[src/rtl/registro_ctrl.sv]
// Controller for a conditional shift register: loads a word, shifts it out and
// rebuilds it from the serial return path. Optional rotate mode: REGCTRL_ROTATE_EN.
`ifndef LOAD
`define LOAD  2'b10
`endif
`ifndef PUSH
`define PUSH  2'b00
`endif
`ifndef CYCLE
`define CYCLE 2'b01
`endif

// Handshake: START is taken on a rising CLK edge only while READY=1; START
// seen while READY=0 is dropped. DONE is a single-cycle strobe marking RX_DATA.
module registro_ctrl #(
    parameter int WIDTH = 4
) (
    input  logic             CLK,
    input  logic             RST_N,
    input  logic             START,
    input  logic [WIDTH-1:0] DATA_IN,
    input  logic             DIR_IN,
    input  logic             SER_IN,
`ifdef REGCTRL_ROTATE_EN
    input  logic             OP,
`endif
    output logic             READY,
    output logic [1:0]       MODO,
    output logic             ENB,
    output logic             DIR,
    output logic             S_IN,
    output logic [WIDTH-1:0] D,
    input  logic             S_OUT_IN,
    output logic [WIDTH-1:0] RX_DATA,
    output logic             DONE,
    output logic [1:0]       STATE_DBG
);

    localparam int CW = (WIDTH > 2) ? $clog2(WIDTH) : 1;

    typedef enum logic [1:0] {
        ST_IDLE  = 2'd0,
        ST_LOAD  = 2'd1,
        ST_SHIFT = 2'd2,
        ST_DRAIN = 2'd3
    } state_t;

    state_t           state, state_nx;
    logic [CW-1:0]    cnt;
    logic [WIDTH-1:0] word_q;
    logic [WIDTH-1:0] capture;
    logic [WIDTH-1:0] cap_nx;
    logic             dir_q;
    logic             op_q;
    logic             op_sel;
    logic             cap_en;

`ifdef REGCTRL_ROTATE_EN
    assign op_sel = OP;
`else
    assign op_sel = 1'b0;
`endif

    // The register output is one edge late, so samples trail the PUSH edges by one.
    assign cap_en = !op_q && (((state == ST_SHIFT) && (cnt != '0)) || (state == ST_DRAIN));
    assign cap_nx = dir_q ? {S_OUT_IN, capture[WIDTH-1:1]}
                          : {capture[WIDTH-2:0], S_OUT_IN};
    assign STATE_DBG = state;

    always_ff @(posedge CLK or negedge RST_N) begin
        if (!RST_N) begin
            state   <= ST_IDLE;
            cnt     <= '0;
            word_q  <= '0;
            dir_q   <= 1'b0;
            op_q    <= 1'b0;
            capture <= '0;
            RX_DATA <= '0;
            DONE    <= 1'b0;
        end else begin
            state <= state_nx;
            DONE  <= 1'b0;
            if ((state == ST_IDLE) && START) begin
                word_q <= DATA_IN;
                dir_q  <= DIR_IN;
                op_q   <= op_sel;
            end
            if (state == ST_SHIFT) begin
                cnt <= cnt + 1'b1;
            end else begin
                cnt <= '0;
            end
            if (cap_en) begin
                capture <= cap_nx;
            end
            if (state == ST_DRAIN) begin
                DONE <= 1'b1;
                if (!op_q) begin
                    RX_DATA <= cap_nx;
                end
            end
        end
    end

    always_comb begin
        state_nx = state;
        READY    = 1'b0;
        MODO     = `LOAD;
        ENB      = 1'b0;
        DIR      = 1'b0;
        S_IN     = 1'b0;
        D        = '0;
        case (state)
            ST_IDLE: begin
                READY = 1'b1;
                if (START) begin
                    state_nx = ST_LOAD;
                end
            end
            ST_LOAD: begin
                ENB      = 1'b1;
                D        = word_q;
                state_nx = ST_SHIFT;
            end
            ST_SHIFT: begin
                ENB = 1'b1;
                DIR = dir_q;
                if (op_q) begin
                    MODO = `CYCLE;
                end else begin
                    MODO = `PUSH;
                    S_IN = SER_IN;
                end
                if (cnt == CW'(WIDTH - 1)) begin
                    state_nx = ST_DRAIN;
                end
            end
            ST_DRAIN: begin
                state_nx = ST_IDLE;
            end
            default: state_nx = ST_IDLE;
        endcase
    end

endmodule

[config.mk]
export PLATFORM = sky130hd
export DESIGN_NAME = registro_ctrl
export DESIGN_NICKNAME = d
export VERILOG_FILES = /design/src/rtl/registro_ctrl.sv
export SDC_FILE = /design/constraint.sdc
export NUM_CORES = 1
export LEC_CHECK = 0
export ABC_AREA = 1
export CORE_UTILIZATION = 45
export DETAILED_ROUTE_END_ITERATION = 8
export GPL_ROUTABILITY_DRIVEN = 0
export PLACE_DENSITY = 0.77
export SETUP_SLACK_MARGIN = 0.4
export SLEW_MARGIN = 10
export SYNTH_ARGS = -nofsm -noshare
export SYNTH_HDL_FRONTEND = slang
export SYNTH_SLANG_ARGS = --single-unit
[constraint.sdc]
create_clock -name CLK -period 1.55 [get_ports CLK]
set_clock_uncertainty 0.15 [all_clocks]
set_input_delay 0.2325 -clock CLK [delete_from_list [all_inputs] [get_ports CLK]]
set_output_delay 0.2325 -clock CLK [all_outputs]
set_load 0.02 [all_outputs]
==> summary.md, run 1 <==
| Metric | Value |
|---|---|
| Beginning of the critical path | `STATE_DBG[1]` |
| Clock Sinks | `18` |
| Syn. warnings | `0` |
| CTS H-tree lvls | `1` |
| Sw frac | `0.444` |
| Final min period | `1.66 ns` |
| Power Internal | `1920 uW` |
| Cell Count, Final, Fillers Out | `roughly 190` |
| Post-Route WL | `2550 um` |
| DR vias | `between 900 and 1,000` |
| Synthesis-stage register bit count | `18` |
| Hold WC Path Type | `in -> async` |
| Initial Util | `0.501` |
| Syn_nets | `around 130` |
| Final total power | `~3500 uW` |
| Crit path max fanout | `4` |
| Synth Instances | `around 120` |
| Hold Vio Cnt, Final | `0` |
| ANT nets after route | `0` |
| Pleak | `0.000835 uW` |
| CP top delay family | `flip-flops` |
| Clock Tree Buf Depth | `2` |
| CP Class | `reg -> out` |
| CP required | `around 1.2 ns` |
| Top cell type's share of synthesized area | `0.499` |
| Most numerous cell in the Yosys netlist | `nand2_1` |
| Distinct cells, synth | `11` |
| Core area | `1800 um^2` |
| Initial DRC count | `18` |
| R2R cell count | `6` |
| Mean area per synthesized cell | `just under 8 um^2` |
| Critical path depth | `5` |
| P per Cell Area | `~2200 nW/um^2` |
| Status | `finished with violations` |
| CTS tree | `done` |
| WL/cell | `13.5 um` |
| Setup crit end kind | `primary output` |
| Crit-path most repeated cell | `buf_6` |
| Worst R2R End | `RX_DATA[3]` |
| Layout Utilization | `0.864` |
| Register area share after synthesis | `0.499` |
| Total Nets Final | `182` |
| Die area | `approximately 2200 um^2` |
| TNS Setup | `-0.582 ns` |
| Layout area overhead | `72.3%` |
| Vias in the first global route | `759` |
| RR Startpoint | `STATE_DBG[1]` |
| Largest net degree at the start of global routing | `19` |
| Initial antenna violation count | `0` |
| IO buf count | `25` |
| Clock Pin Slew Worst Setup and Hold Paths | `about 0.11 ns` |
| Slowest Stage Delay on Critical Path | `0.45 ns` |
| Gr usage total | `0.218` |
| Clock latency on the worst-skew pair | `~0.30 ns` |
| First-pass DRT Iterations | `4` |
| Clock group share of total power | `0.071` |
| Post-synth EDFFs | `0` |
| DR DRC count | `0` |
| Fmax achieved | `604 MHz` |
| Gr ovfl total | `0` |
| Die width | `46.8 um` |
| Bufs and invs on worst path | `3` |
| Maxcap violations | `0` |
| Worst path slowest cell | `dfrtp_2` |
| Slew Limit Fails | `0` |
| First-pass GRT wire length | `between 3000 and 4000 um` |
| Psw | `between 1500 and 2000 uW` |
| Row count | `15` |
| Seq pwr share | `0.255` |
| Top cell type by total area after synthesis | `dfrtp_1` |
| RSZ-0062 raised after global routing | `yes` |
| Share of layout cells above drive strength 1 | `0.472` |
| Fin crit share | `1.07` |
| Combinational power share | `0.674` |
| Diode count | `0` |
| Crit path to | `DIR` |
| I/O pin count | `27` |
| CP arrival | `about 1.3 ns` |
| Die Height | `46.8 um` |
| Root buffer cell | `clkbuf_4` |
| Top cells by count, synth | `nand2_1 (57), dfrtp_1 (18), inv_1 (18)` |
| Critical path startpoint category | `flop` |
| Final setup viols | `9` |
| Hold Buf Count CTS | `0` |
| Main flop type after synthesis | `dfrtp_1` |
| Detailed Place HPWL | `1540 um` |
| Vias per inst | `between 4 and 5` |
| Max VDD drop | `about 1.7 mV` |
| PnR worst setup slack | `-0.106 ns` |
| Crit-path cells | `buf_6 > ha_4 > nand2_2 > inv_2 > buf_6` |
| Violated checks | `setup timing` |
| Synth area leaders | `dfrtp_1 (50%), nand2_1 (24%), ha_1 (9.7%)` |
| R2r setup slk | `roughly 0.07 ns` |
| Placed cells | `173` |
| CTS Buf Count | `3` |
| Mapped Area | `~900 um^2` |
| FFs w/ async S/R, synth | `1.00` |
repair_timing:
item	in CTS	in global routing
buffers inserted	6	6
setup endpoints to repair	33	34
hold endpoints to repair	0	0
gates resized for setup	119	11
pin swaps	10	11
power groups by stage:
stage / clock, uW / sequential (uW) / combinational, uW
2_1_floorplan: 0 / 954 / 931
3_3_place_gp: 0 / 829 / 1660
3_5_place_dp: 0 / 841 / 1710
4_1_cts: 239 / 860 / 2090
5_1_grt: 281 / 900 / 2500
6_report: 246 / 881 / 2330
flip-flops by register name, summed over array words and instances (netlist names):
| signal | count |
|---|---|
| RX_DATA | 4 |
| capture | 4 |
| word_q | 4 |
| STATE_DBG | 2 |
| cnt | 2 |
| DONE | 1 |
| dir_q | 1 |
through the flow:
| stage | setup WS, ns | hold slack, ns | area [um^2] |
|---|---|---|---|
| after detailed placement | -0.235 | 0.307 | 1310 |
| final | -0.106 | 0.101 | 1560 |
| after global placement | -0.210 | 0.292 | 1310 |
| after CTS | -0.104 | 0.119 | 1470 |
| after global routing | -0.151 | 0.111 | 1560 |
| after floorplan | 0.251 | -0.213 | 981 |
cell families after synthesis:
| kind of cell | share of synthesized area |
|---|---|
| other | 0.00415 |
| buffers and inverters | 0.0873 |
| AO/OA/AOI/OAI | 0.00553 |
| flip-flops | 0.499 |
| AND/OR/NAND/NOR | 0.307 |
| adder cells (fa/ha/maj) | 0.0969 |
worst min path at each step:
stage,from,endpoint,depth (start not counted)
2_1_floorplan,RST_N,DONE,0
3_3_place_gp,cnt[0],cnt[0],1
3_5_place_dp,cnt[0],cnt[0],1
4_1_cts,RST_N,capture[1],2
5_1_grt,RST_N,DONE,2
6_report,RST_N,capture[1],2
layout make-up:
class | count | area, um^2
multi-input cells | 79 | 519
inverters | 19 | 83.8
clock buffers | 3 | 22.5
repair buffers | 44 | 447
flip-flops and latches | 18 | 453
fillers | 99 | 245
well taps | 25 | 31.3
cells in the final DEF (no fill, tap or decap):
cell type	synthesis	layout
nor2_4	0	1
nand2_1	57	40
dfrtp_1	18	16
clkbuf_4	0	3
buf_4	1	11
ha_4	0	5
inv_2	1	8
inv_6	0	1
nand2_4	0	3
inv_4	0	3
nand3_1	10	10
nand2_8	0	1
inv_1	18	7
dfrtp_2	0	2
conb_1	1	1
ha_1	7	2
a21oi_2	0	1
nand2_2	1	14
clkdlybuf4s50_1	0	9
buf_8	0	1
buf_6	0	23
nor2_1	2	1
layer usage:
| layer | part of all wire | track usage |
|---|---|---|
| met3 | 0.033 | 0.0231 |
| met5 | 0 | 0 |
| met1 | 0.38 | 0.241 |
| met2 | 0.56 | 0.406 |
| met4 | 0.025 | 0.120 |
Power figures use the tool's default switching activity.
==> run 2: changes to the inputs <==
--- a/config.mk
+++ b/config.mk
@@ -6,10 +6,11 @@
 export NUM_CORES = 1
 export LEC_CHECK = 0
 export ABC_AREA = 1
+export CAP_MARGIN = 20
 export CORE_UTILIZATION = 45
 export DETAILED_ROUTE_END_ITERATION = 8
 export GPL_ROUTABILITY_DRIVEN = 0
-export PLACE_DENSITY = 0.77
+export PLACE_DENSITY = 0.86
 export SETUP_SLACK_MARGIN = 0.4
 export SLEW_MARGIN = 10
 export SYNTH_ARGS = -nofsm -noshare
==> summary.md, run 2 (same netlist as run 1, synthesis figures left out) <==
| Metric | Value |
|---|---|
| Status | `finished with violations` |
| Clock Pin Slew Worst Setup and Hold Paths | `0.11 ns (about the same)` |
| CP Class | `reg -> out` |
| Layout Utilization | `0.825 (-0.0389)` |
| Pre-CTS WS | `-0.241 ns (-0.00665 ns)` |
| Gr ovfl total | `0 (unchanged)` |
| Placed Area | `1340 um^2 (+2.1%)` |
| ANT nets after route | `0 (unchanged)` |
| Gr usage total | `0.234 (+0.0159)` |
| Crit path max fanout | `4 (unchanged)` |
| Diode count | `0 (unchanged)` |
| Detailed Place HPWL | `1530 um (-0.80%)` |
| Share of layout cells above drive strength 1 | `0.405 (-0.0675)` |
| Die area | `2190 um^2 (unchanged)` |
| Core area | `1800 um^2 (unchanged)` |
| IO buf count | `25 (unchanged)` |
| DR DRC count | `0 (unchanged)` |
| I/O pin count | `27 (unchanged)` |
| Die Height | `46.8 um (unchanged)` |
| Clock latency on the worst-skew pair | `0.29 ns (about the same)` |
| TNS Setup | `-0.808 ns (-0.226 ns)` |
| CP required | `1.17 ns (about the same)` |
| Vias in the first global route | `815 (+7.4%)` |
| Root buffer cell | `clkbuf_4` |
| Post-Route WL | `2240 um (-12%)` |
| WL/cell | `11.9 um (-12%)` |
| Worst R2R End | `capture[0]` |
| Die width | `46.8 um (unchanged)` |
| Row count | `15 (unchanged)` |
| Final total power | `3190 uW (-7.7%)` |
| Commonest non-fill, non-tap cell in the layout | `nand2_1` |
| Vias per inst | `4.74 (-5.0%)` |
| Clock Tree Buf Depth | `2 (unchanged)` |
| Initial Util | `0.501 (unchanged)` |
| Hold WC Path Type | `in -> async` |
| R2R cell count | `7 (+1)` |
| Register area | `453 um^2 (unchanged)` |
| Maxcap violations | `0 (unchanged)` |
| Max VDD drop | `1.33 mV (-23%)` |
| Fillers | `118 (+19%)` |
| Slew Limit Fails | `0 (unchanged)` |
| P per Cell Area | `2150 nW/um^2 (-3.3%)` |
| CTS H-tree lvls | `1 (unchanged)` |
| CTS Buf Count | `3 (unchanged)` |
| Fin area | `1490 um^2 (-4.5%)` |
| PnR worst setup slack | `-0.114 ns (-0.00822 ns)` |
| Commonest non-fill, non-tap cells in the layout | `nand2_1 (47), buf_6 (18), dfrtp_1 (16)` |
| DR vias | `891 (-5.0%)` |
| Violated checks | `setup timing` |
| Layout area overhead | `64.5%` |
| Initial DRC count | `19 (+1)` |
| Clock Sinks | `18 (unchanged)` |
| Pleak | `0.000833 uW (-0.26%)` |
| Setup crit end kind | `primary output` |
| Final min period | `1.66 ns (+0.00822 ns)` |
| First-pass GRT wire length | `3550 um (+11%)` |
| R2r setup slk | `0.13 ns (+0.06 ns)` |
| Area of the multi-input gates | `467 um^2 (-10%)` |
| Fin crit share | `1.07 (+0.00531)` |
| RSZ-0062 raised after global routing | `yes` |
| Largest net degree at the start of global routing | `19 (unchanged)` |
| CTS tree | `done` |
| Final setup viols | `10 (+1)` |
| RR Startpoint | `STATE_DBG[0]` |
| CP arrival | `1.28 ns (about the same)` |
| First-pass DRT Iterations | `4 (unchanged)` |
| Critical path startpoint category | `flop` |
| Initial antenna violation count | `0 (unchanged)` |
| Largest regs | `RX_DATA (4), capture (4), word_q (4)` |
| Total Nets Final | `181 (-0.55%)` |
| Hold Vio Cnt, Final | `0 (unchanged)` |
| Fmax achieved | `601 MHz (-0.49%)` |
-- run 2: report_power, final --
part	internal (uW)	total [uW]	leakage, uW	switching (uW)
registers	685	861	0.000226	176
clock network	143	294	0.0000210	150
logic	985	2040	0.000586	1050
total	1810	3190	0.000833	1380
-- run 2: cell type report --
cell class                 count  area share
multi-input combinational     79       0.314
clock buffer                   4      0.0244
inverter                      19      0.0530
sequential                    18       0.305
timing repair buffer          43       0.283
tap                           25      0.0210
-- run 2: worst max path at each step --
| stage | start | endpoint | slack [ns] | cells past startpoint |
|---|---|---|---|---|
| after detailed placement | STATE_DBG[0] | DIR | -0.24 | 5 |
| after floorplan | STATE_DBG[1] | dir_q | 0.25 | 5 |
| final | STATE_DBG[0] | D[2] | -0.11 | 5 |
| after global placement | STATE_DBG[0] | DIR | -0.21 | 5 |
| after global routing | STATE_DBG[0] | D[2] | -0.18 | 5 |
| after CTS | STATE_DBG[0] | D[2] | -0.13 | 5 |
-- run 2: repair_timing --
item	4_1_cts	5_1_grt
setup buffers	7	2
gates resized for setup	102	2
hold buffers	0	0
pin swaps	4	3
setup endpoints to repair	33	34
-- run 2: metrics by stage --
| step | hold WS, ns | cells |
|---|---|---|
| after floorplan | -0.213 | 117 |
| after global placement | 0.293 | 175 |
| after detailed placement | 0.309 | 175 |
| after CTS | 0.104 | 186 |
| after global routing | 0.117 | 188 |
| final | 0.104 | 188 |
-- run 2: worst max-delay path, cell delays in order (launching register included) --
cell     delay (ns)
dfrtp_2        0.46
buf_12         0.14
ha_4           0.17
nand2_2        0.06
inv_2          0.03
buf_6          0.12
-- run 2: layer usage --
metal  vias up  global-route usage  share of wire
li1        437                   -              -
met1       415               0.274           0.41
met2        33               0.422           0.53
met3         6              0.0308          0.043
met4         0               0.109          0.017
met5         -                   0              0
